$ cat src/rtl/lsu_ctrl_pkg.sv
// Shared definitions for the load/store unit: bus widths, access-size codes,
// FSM state encoding and a misalignment helper.
// Optional feature macro: LSU_MISALGN_CHK_EN (misaligned-access error path).
`ifndef LSU_CTRL_DEFINES
`define LSU_CTRL_DEFINES
`define XLEN            32
`define ITAG_WIDTH      4
`define DTCM_ADDR_WIDTH 16
`endif

package lsu_ctrl_pkg;

    localparam int XLEN   = `XLEN;
    localparam int ITAG_W = `ITAG_WIDTH;
    localparam int AW     = `DTCM_ADDR_WIDTH;
    localparam int MASK_W = XLEN / 8;

    // Access size encoding on agu_cmd_size (3 is treated as word)
    localparam logic [1:0] SIZE_B = 2'd0;
    localparam logic [1:0] SIZE_H = 2'd1;
    localparam logic [1:0] SIZE_W = 2'd2;

    typedef enum logic [1:0] {
        ST_IDLE   = 2'd0,
        ST_ACCESS = 2'd1,
        ST_RSP    = 2'd2,
        ST_WBCK   = 2'd3
    } lsu_state_e;

    // Half on an odd byte, or word not on a word boundary
    function automatic logic is_misaligned(input logic [1:0] size, input logic [1:0] ofs);
        return ((size == SIZE_H) && ofs[0]) || (size[1] && (ofs != 2'b00));
    endfunction

endpackage

$ cat src/rtl/lsu_ld_align.sv
// Load data alignment: shifts the addressed lane down to bit 0 and applies
// zero/sign extension for byte and half loads.
module lsu_ld_align
    import lsu_ctrl_pkg::*;
(
    input  logic [XLEN-1:0] rdata,
    input  logic [1:0]      ofs,
    input  logic [1:0]      size,
    input  logic            usign,
    output logic [XLEN-1:0] data
);

    logic [XLEN-1:0] shifted;
    logic            ext_bit;

    assign shifted = rdata >> {ofs, 3'b000};

    // Select width and extension; word loads pass the shifted word through
    always_comb begin
        data    = shifted;
        ext_bit = 1'b0;
        case (size)
            SIZE_B: begin
                ext_bit = ~usign & shifted[7];
                data    = {{(XLEN-8){ext_bit}}, shifted[7:0]};
            end
            SIZE_H: begin
                ext_bit = ~usign & shifted[15];
                data    = {{(XLEN-16){ext_bit}}, shifted[15:0]};
            end
            default: data = shifted;
        endcase
    end

endmodule

$ cat src/rtl/lsu_ctrl.sv
// Load/store unit controller: accepts one AGU command at a time, performs a
// single DTCM access, returns an AGU response and, for loads, a write-back.
// Optional feature macro: LSU_MISALGN_CHK_EN adds agu_rsp_err and skips the
// SRAM access for misaligned half/word accesses.
module lsu_ctrl
    import lsu_ctrl_pkg::*;
(
    input  logic              clk,
    input  logic              rst,
    // AGU command
    input  logic              agu_cmd_valid,
    output logic              agu_cmd_ready,
    input  logic [AW-1:0]     agu_cmd_addr,
    input  logic              agu_cmd_read,
    input  logic [ITAG_W-1:0] agu_cmd_itag,
    input  logic [1:0]        agu_cmd_size,
    input  logic              agu_cmd_usign,
    input  logic [XLEN-1:0]   agu_cmd_wdata,
    input  logic [MASK_W-1:0] agu_cmd_wmask,
    // AGU response
    output logic              agu_rsp_valid,
    input  logic              agu_rsp_ready,
`ifdef LSU_MISALGN_CHK_EN
    output logic              agu_rsp_err,
`endif
    // Long-pipe write-back
    output logic              lsu_wbck_o_valid,
    input  logic              lsu_wbck_o_ready,
    output logic [XLEN-1:0]   lsu_wbck_o_data,
    output logic [ITAG_W-1:0] lsu_wbck_o_itag,
    // DTCM SRAM
    output logic              dtcm_cs,
    output logic              dtcm_we,
    output logic [AW-3:0]     dtcm_addr,
    output logic [XLEN-1:0]   dtcm_wdata,
    output logic [MASK_W-1:0] dtcm_wem,
    input  logic [XLEN-1:0]   dtcm_rdata
);

    lsu_state_e        state_reg;
    logic              cmd_ready_reg;
    logic              rsp_valid_reg;
    logic              wbck_valid_reg;
    logic              cs_reg;
    logic              we_reg;
    logic              rsp_first_reg;
    logic [AW-1:0]     addr_reg;
    logic              read_reg;
    logic [ITAG_W-1:0] itag_reg;
    logic [1:0]        size_reg;
    logic              usign_reg;
    logic [XLEN-1:0]   wdata_reg;
    logic [MASK_W-1:0] wmask_reg;
    logic [XLEN-1:0]   ld_data_reg;
    logic [XLEN-1:0]   aligned_data;
    logic              cmd_fire;
    logic              cmd_mis;

`ifdef LSU_MISALGN_CHK_EN
    logic              err_reg;
    assign cmd_mis     = is_misaligned(agu_cmd_size, agu_cmd_addr[1:0]);
    assign agu_rsp_err = rsp_valid_reg & err_reg;
`else
    assign cmd_mis     = 1'b0;
`endif

    assign cmd_fire = agu_cmd_valid & cmd_ready_reg;

    lsu_ld_align u_ld_align (
        .rdata (dtcm_rdata),
        .ofs   (addr_reg[1:0]),
        .size  (size_reg),
        .usign (usign_reg),
        .data  (aligned_data)
    );

    assign agu_cmd_ready    = cmd_ready_reg;
    assign agu_rsp_valid    = rsp_valid_reg;
    assign lsu_wbck_o_valid = wbck_valid_reg;
    assign lsu_wbck_o_data  = ld_data_reg;
    assign lsu_wbck_o_itag  = itag_reg;
    assign dtcm_cs          = cs_reg;
    assign dtcm_we          = we_reg;
    assign dtcm_addr        = addr_reg[AW-1:2];
    assign dtcm_wdata       = wdata_reg;
    assign dtcm_wem         = wmask_reg;

    // Transaction FSM with registered handshake and SRAM control outputs
    always_ff @(posedge clk or posedge rst) begin
        if (rst) begin
            state_reg      <= ST_IDLE;
            cmd_ready_reg  <= 1'b1;
            rsp_valid_reg  <= 1'b0;
            wbck_valid_reg <= 1'b0;
            cs_reg         <= 1'b0;
            we_reg         <= 1'b0;
            rsp_first_reg  <= 1'b0;
            addr_reg       <= '0;
            read_reg       <= 1'b0;
            itag_reg       <= '0;
            size_reg       <= '0;
            usign_reg      <= 1'b0;
            wdata_reg      <= '0;
            wmask_reg      <= '0;
            ld_data_reg    <= '0;
`ifdef LSU_MISALGN_CHK_EN
            err_reg        <= 1'b0;
`endif
        end else begin
            case (state_reg)
                ST_IDLE: begin
                    if (cmd_fire) begin
                        addr_reg      <= agu_cmd_addr;
                        read_reg      <= agu_cmd_read;
                        itag_reg      <= agu_cmd_itag;
                        size_reg      <= agu_cmd_size;
                        usign_reg     <= agu_cmd_usign;
                        wdata_reg     <= agu_cmd_wdata;
                        wmask_reg     <= agu_cmd_wmask;
                        // A misaligned access never reaches the SRAM
                        cs_reg        <= ~cmd_mis;
                        we_reg        <= ~cmd_mis & ~agu_cmd_read;
                        cmd_ready_reg <= 1'b0;
`ifdef LSU_MISALGN_CHK_EN
                        err_reg       <= cmd_mis;
`endif
                        state_reg     <= ST_ACCESS;
                    end
                end
                ST_ACCESS: begin
                    cs_reg        <= 1'b0;
                    we_reg        <= 1'b0;
                    rsp_valid_reg <= 1'b1;
                    rsp_first_reg <= 1'b1;
                    state_reg     <= ST_RSP;
                end
                ST_RSP: begin
                    rsp_first_reg <= 1'b0;
                    // SRAM read data is only valid in the first RSP cycle
                    if (rsp_first_reg && read_reg) begin
`ifdef LSU_MISALGN_CHK_EN
                        ld_data_reg <= err_reg ? '0 : aligned_data;
`else
                        ld_data_reg <= aligned_data;
`endif
                    end
                    if (agu_rsp_ready) begin
                        rsp_valid_reg <= 1'b0;
                        if (read_reg) begin
                            wbck_valid_reg <= 1'b1;
                            state_reg      <= ST_WBCK;
                        end else begin
                            cmd_ready_reg  <= 1'b1;
                            state_reg      <= ST_IDLE;
                        end
                    end
                end
                ST_WBCK: begin
                    if (lsu_wbck_o_ready) begin
                        wbck_valid_reg <= 1'b0;
                        cmd_ready_reg  <= 1'b1;
                        state_reg      <= ST_IDLE;
                    end
                end
                default: begin
                    state_reg     <= ST_IDLE;
                    cmd_ready_reg <= 1'b1;
                end
            endcase
        end
    end

endmodule

$ cat config.mk
export PLATFORM = sky130hd
export DESIGN_NAME = lsu_ctrl
export DESIGN_NICKNAME = d
export VERILOG_FILES = /design/src/rtl/lsu_ctrl_pkg.sv /design/src/rtl/lsu_ld_align.sv /design/src/rtl/lsu_ctrl.sv
export SDC_FILE = /design/constraint.sdc
export NUM_CORES = 1
export LEC_CHECK = 0
export CORE_MARGIN = 4
export CORE_UTILIZATION = 40
export DETAILED_ROUTE_END_ITERATION = 7
export GPL_TIMING_DRIVEN = 0
export PLACE_DENSITY = 0.83
export SYNTH_ARGS = -nofsm -noshare
export SYNTH_HDL_FRONTEND = slang
export SYNTH_HIERARCHICAL = 1
export SYNTH_SLANG_ARGS = --single-unit
$ cat constraint.sdc
create_clock -name clk -period 3 [get_ports clk]
set_input_delay 0.6 -clock clk [delete_from_list [all_inputs] [get_ports clk]]
set_output_delay 0.6 -clock clk [all_outputs]
set_load 0.005 [all_outputs]
# ---- Word level (Yosys, flattened, before mapping)
# Index checks and enable logic that the tools add are counted.
dict set report word_totals {
  regBits 100
  output_inout_bits 91
}
dict set report op_classes {
  n_eq_ne 9
  n_reduce_logical 14
  mux 22
  bitwise_logic 5
  n_shift 1
}
# operator count
set ops {}
lappend ops {{one-hot mux 32 bit (2 select lines)} 1}
lappend ops {{>> shifter 32 x 5 -> 32 bit} 1}
lappend ops {{2-to-1 mux 1 bit} 10}
lappend ops {{inequality test 2 bit (second input constant)} 5}
lappend ops {{one-hot mux 1 bit (2 select lines)} 5}
lappend ops {{2-to-1 mux 2 bit} 4}
lappend ops {{one-hot mux 2 bit (4 select lines)} 1}
lappend ops {{AND reduction 2 bit} 4}
lappend ops {{nonzero test 2 bit} 3}
lappend ops {{AND reduction 5 bit} 1}
lappend ops {{== test 2 x 1 -> 1 bit (second input constant)} 2}
lappend ops {{== test 2 bit (second input constant)} 2}
lappend ops {{logical NOT 2 bit} 2}
lappend ops {{AND reduction 4 bit} 1}
lappend ops {{bitwise AND 1 bit} 3}
lappend ops {{one-hot mux 1 bit (3 select lines)} 1}
lappend ops {{AND reduction 3 bit} 1}
lappend ops {{nonzero test 3 bit} 1}
lappend ops {{NOT 1 bit} 2}
lappend ops {{logical AND 1 bit} 1}

# ---- Logic depth before layout (Yosys ltp)
dict set report depth {
  depth_word 3
  ltp_mapped 6
  depth_no_buf 5
}

# ---- By module
# Netlist, hierarchy kept.
# module seq_area_each_um2 n_inst cells_each area_per_inst_um2
set by_module_without_submodules {}
lappend by_module_without_submodules {lsu_ctrl 2503.7 1 258 4174.0}
lappend by_module_without_submodules {lsu_ld_align 0.0 1 103 768.2}

# ---- Worst setup path after synthesis
# OpenSTA, ideal clock, no wires.
dict set report synth_timing {
  path_type {in2reg}
  startpoint {input dtcm_rdata[7]}
  endpoint {register ld_data_reg[22], in the netlist lsu_wbck_o_data[22]}
  setup_slack_ps 1271
  setup_ps 125
  n_path_buf 1
  t_arrival_ps 1603
  t_required_ps 2875
  stages 5
  path_cell_list {mux2_4 o221ai_4 buf_6 o22ai_1 mux2_4}
}
dict set report synth_between {
  elab_chain_len 3
  elab_cells_between_ends 4
}
# item line_no
set synth_rtl {}
lappend synth_rtl {{start, declared} lsu_ctrl.sv:37} ;# input logic [XLEN-1:0] dtcm_rdata
lappend synth_rtl {{>> shifter 32 x 5 -> 32 bit *} lsu_ld_align.sv:16} ;# assign shifted = rdata >> {ofs, 3'b000};
lappend synth_rtl {{bitwise AND 1 bit, on equally long branches} {lsu_ld_align.sv:28, lsu_ld_align.sv:24}}
lappend synth_rtl {{one-hot mux 32 bit (2 select lines) *} lsu_ld_align.sv:22} ;# case (size)
lappend synth_rtl {{named net aligned_data[22]} lsu_ctrl.sv:55} ;# logic [XLEN-1:0] aligned_data;
lappend synth_rtl {{end signal, assigned} lsu_ctrl.sv:144} ;# ld_data_reg <= aligned_data;
lappend synth_rtl {{end, declared} lsu_ctrl.sv:54} ;# logic [XLEN-1:0] ld_data_reg;
# Mark *: on every way through the listed nets, which the timed path passes. The rest lies on a longest branch.
# A chain may end at the register's enable or synchronous reset.

# ---- Worst setup path after layout
dict set report layout_timing {
  startpoint {register cmd_ready_reg, in the netlist agu_cmd_ready}
  endpoint {output agu_cmd_ready}
}
# item line_no
set layout_rtl {}
lappend layout_rtl {{start, declared} lsu_ctrl.sv:41} ;# logic cmd_ready_reg;
lappend layout_rtl {{start signal, assigned} lsu_ctrl.sv:92} ;# cmd_ready_reg <= 1'b1;
lappend layout_rtl {{start signal, assigned} lsu_ctrl.sv:123} ;# cmd_ready_reg <= 1'b0;
lappend layout_rtl {{start signal, assigned} lsu_ctrl.sv:153} ;# cmd_ready_reg <= 1'b1;
lappend layout_rtl {{end, declared} lsu_ctrl.sv:12} ;# output logic agu_cmd_ready,
# No word-level cell between the ends.

==> impl_metrics.yaml <==
sta:
  grt_setup_unrepaired: "no"
  maxSlewViolCount: 0
  skew_ns: 0.0124
  post-route-period-util_pct: 68.7
  fin_crit_ns: 2.06
  maxSlewHeadroom_pct: 53.9
  tightestPinTransition_ns: 0.691
  fmax_mhz: 485
  setup_tns_ns: 0
  hold_violations: 0
  setup_viol: 0
hold_path:
  min_from: "dtcm_wdata[29]"
  hold_class: "reg -> reg"
  min_delay_path_depth: 1
die:
  start_util_pct: 41.0
  pin_count: 188
  fp.coreArea_sq_mm: 0.0121
  row_count: 40
  die_w_microns: 119
  die_y_microns: 119
  die_area_sq_mm: 0.0142
final_layout:
  utilization_pct: 61.1
  layout-drive-gt1-share_pct: 28.8
  multi_input_area_sq_mm: 0.00214
  mostFrequentLayoutCells: "clkdlybuf4s50_1 (187), dfrtp_1 (99), mux2_2 (63)"
  area_growth_pct: 49.0
  layout_commonest_cell: "clkdlybuf4s50_1"
  antenna_cells: 0
  regArea_sq_mm: 0.00250
  nets: 663
  n_fill_cell: 963
yosys:
  ys_ff_latch: 100
  synth_area_sq_mm: 0.00494
  ys.flop_type: "dfrtp_1"
  synth_nets: 463
  synth_area_leaders: "dfrtp_1 (50%), mux2_2 (14%), mux2_4 (9.7%)"
  syn_area_per_cell_sq_um: 13.7
  yosysTopAreaCellShare_pct: 50.1
  yosysUniqueCellTypes: 36
  synthCells: 361
  ys_async_sr_fraction_pct: 100
  synth_top_cell_by_area: "dfrtp_1"
  seq_area_frac_synth_pct: 50.7
  synth_edf_count: 0
  yosys_warnings: 6
cts:
  clkLatencyLatePin_ns: 0.35
  cts_resized: 0
  cts_sinks: 100
  cts_root_buf: "clkbuf_16"
  clk_path_buf_depth: 2
  holdBufCountCts: 0
  postCtsSetupBuffers: 0
  numCtsBuffers: 9
  cts_tree: "yes"
  path_clk_slew_ns: 0.06
  htreeDepth: 3
worst_setup_path:
  worstPathMaxFanout: 6
  endpoint_kind: "output pin"
  crit_arrival_ns: 1.46
  ff2ff_path_depth: 5
  worst-path-buf-inv: 1
  rr_startpoint: "addr_reg[1]"
  path_class: "reg -> out"
  crit_path_cell_trace: "clkdlybuf4s50_1"
  slowest_delay_ns: 0.60
  startpoint: "agu_cmd_ready"
  slowest_stage: "dfstp_2"
  cpLargestDelayFamily: "flip-flops"
  critPathLaunchType: "flop"
  cp.depth: 1
  worstPathRequired_ns: 2.40
grt:
  antenna_found_initial: 0
  use_met3_pct: 5.51
  grt_pass1_vias: 4027
  grtUsageMet2_pct: 31.3
  top_usage_layer: "met2"
  grt.total_usage_pct: 18.4
  grtUsageMet1_pct: 22.1
  grt_pass1_wl_microns: 20900
  grt-ovfl-total: 0
  grt_max_degree: 45
drt:
  ant_nets: 0
  viasPerCell: 5.04
  drt-initial-drc-count: 218
  drcViolationCount: 0
  vias: 3696
  avgRoutedWirePerCell_microns: 17.7
  totalWireLength_microns: 13000
  first_pass_iters: 4
run_status:
  status: "finished, final reports clean"
placed_design:
  hpwlAfterDp_microns: 10200
  gp_congestion: 0.864
  io_buffer_count: 187
power_and_ir_drop:
  p_leak_nw: 3.18
  powerDensity_mw_per_mm2: 1060
  ir_worst_vdd_mv: 0.435
run:
  max-cap-violations: 0
cell families (layout without fill, tap and decap cells):
logic type / Yosys count / in the layout / share of synthesized area [%]
compound gates: 63 / 63 / 9.01
xor+xnor: 1 / 1 / 0.177
fa+ha+maj: 5 / 5 / 1.27
buf+inv: 40 / 245 / 6.03
flops: 100 / 100 / 50.7
mux: 113 / 113 / 27.7
simple gates: 39 / 39 / 5.14
where the power goes:
part | internal (W) | leakage [nW] | switching (W) | total (W)
Clock | 0.000634 | 0.137 | 0.000519 | 0.00115
Combinational | 0.00261 | 1.84 | 0.00155 | 0.00416
Sequential | 0.00204 | 1.20 | 0.000433 | 0.00247
Total | 0.00528 | 3.18 | 0.00250 | 0.00779
Yosys cell counts (5+ instances only):
| library cell | n |
|---|---|
| inv_1 | 6 |
| nor2_1 | 5 |
| dfrtp_1 | 99 |
| a211oi_1 | 7 |
| mux2_4 | 32 |
| buf_4 | 16 |
| ha_1 | 5 |
| mux2_2 | 63 |
| buf_6 | 11 |
| nor2b_1 | 12 |
| or2_2 | 9 |
| o2bb2ai_1 | 8 |
| o22ai_1 | 9 |
| a21oi_1 | 24 |
| mux2i_1 | 18 |
final timing paths:
path                                           end  slack [ns]
worst max-delay path                 agu_cmd_ready        0.94
worst min-delay path                dtcm_wdata[29]        0.50
worst max register to register  lsu_wbck_o_data[8]        1.15
worst min register to register      dtcm_wdata[29]        0.50
max in group asynchronous       lsu_wbck_o_itag[0]        1.64
min in group asynchronous             addr_reg[14]        0.71
cell type report:
| type | instances | area share (%) |
|---|---|---|
| Sequential cell | 100 | 34.0 |
| Multi-Input combinational cell | 221 | 29.1 |
| Timing Repair Buffer | 189 | 26.0 |
| Buffer | 34 | 3.74 |
| Clock buffer | 12 | 3.62 |
| Tap cell | 168 | 2.85 |
| Clock inverter | 4 | 0.425 |
| Inverter | 6 | 0.357 |
routing by layer:
| metal | up-vias | share of wire [%] |
|---|---|---|
| met5 | - | 0 |
| met4 | 0 | 1.9 |
| met3 | 20 | 8.4 |
| met2 | 157 | 51 |
| met1 | 1832 | 39 |
| li1 | 1687 | - |
metrics by stage:
step	cells	cell area (sq um)	power [W]	setup WS (ns)	hold slack, ns
final	734	7370	0.00779	0.940	0.503
after global routing	734	7370	0.00827	0.875	0.514
after CTS	734	7370	0.00787	0.921	0.508
after detailed placement	718	7070	0.00667	0.619	0.493
after global placement	716	7030	0.00650	0.211	0.486
after floorplan	361	4950	0.00475	1.21	0.481
(Power assumes the default switching activity.)
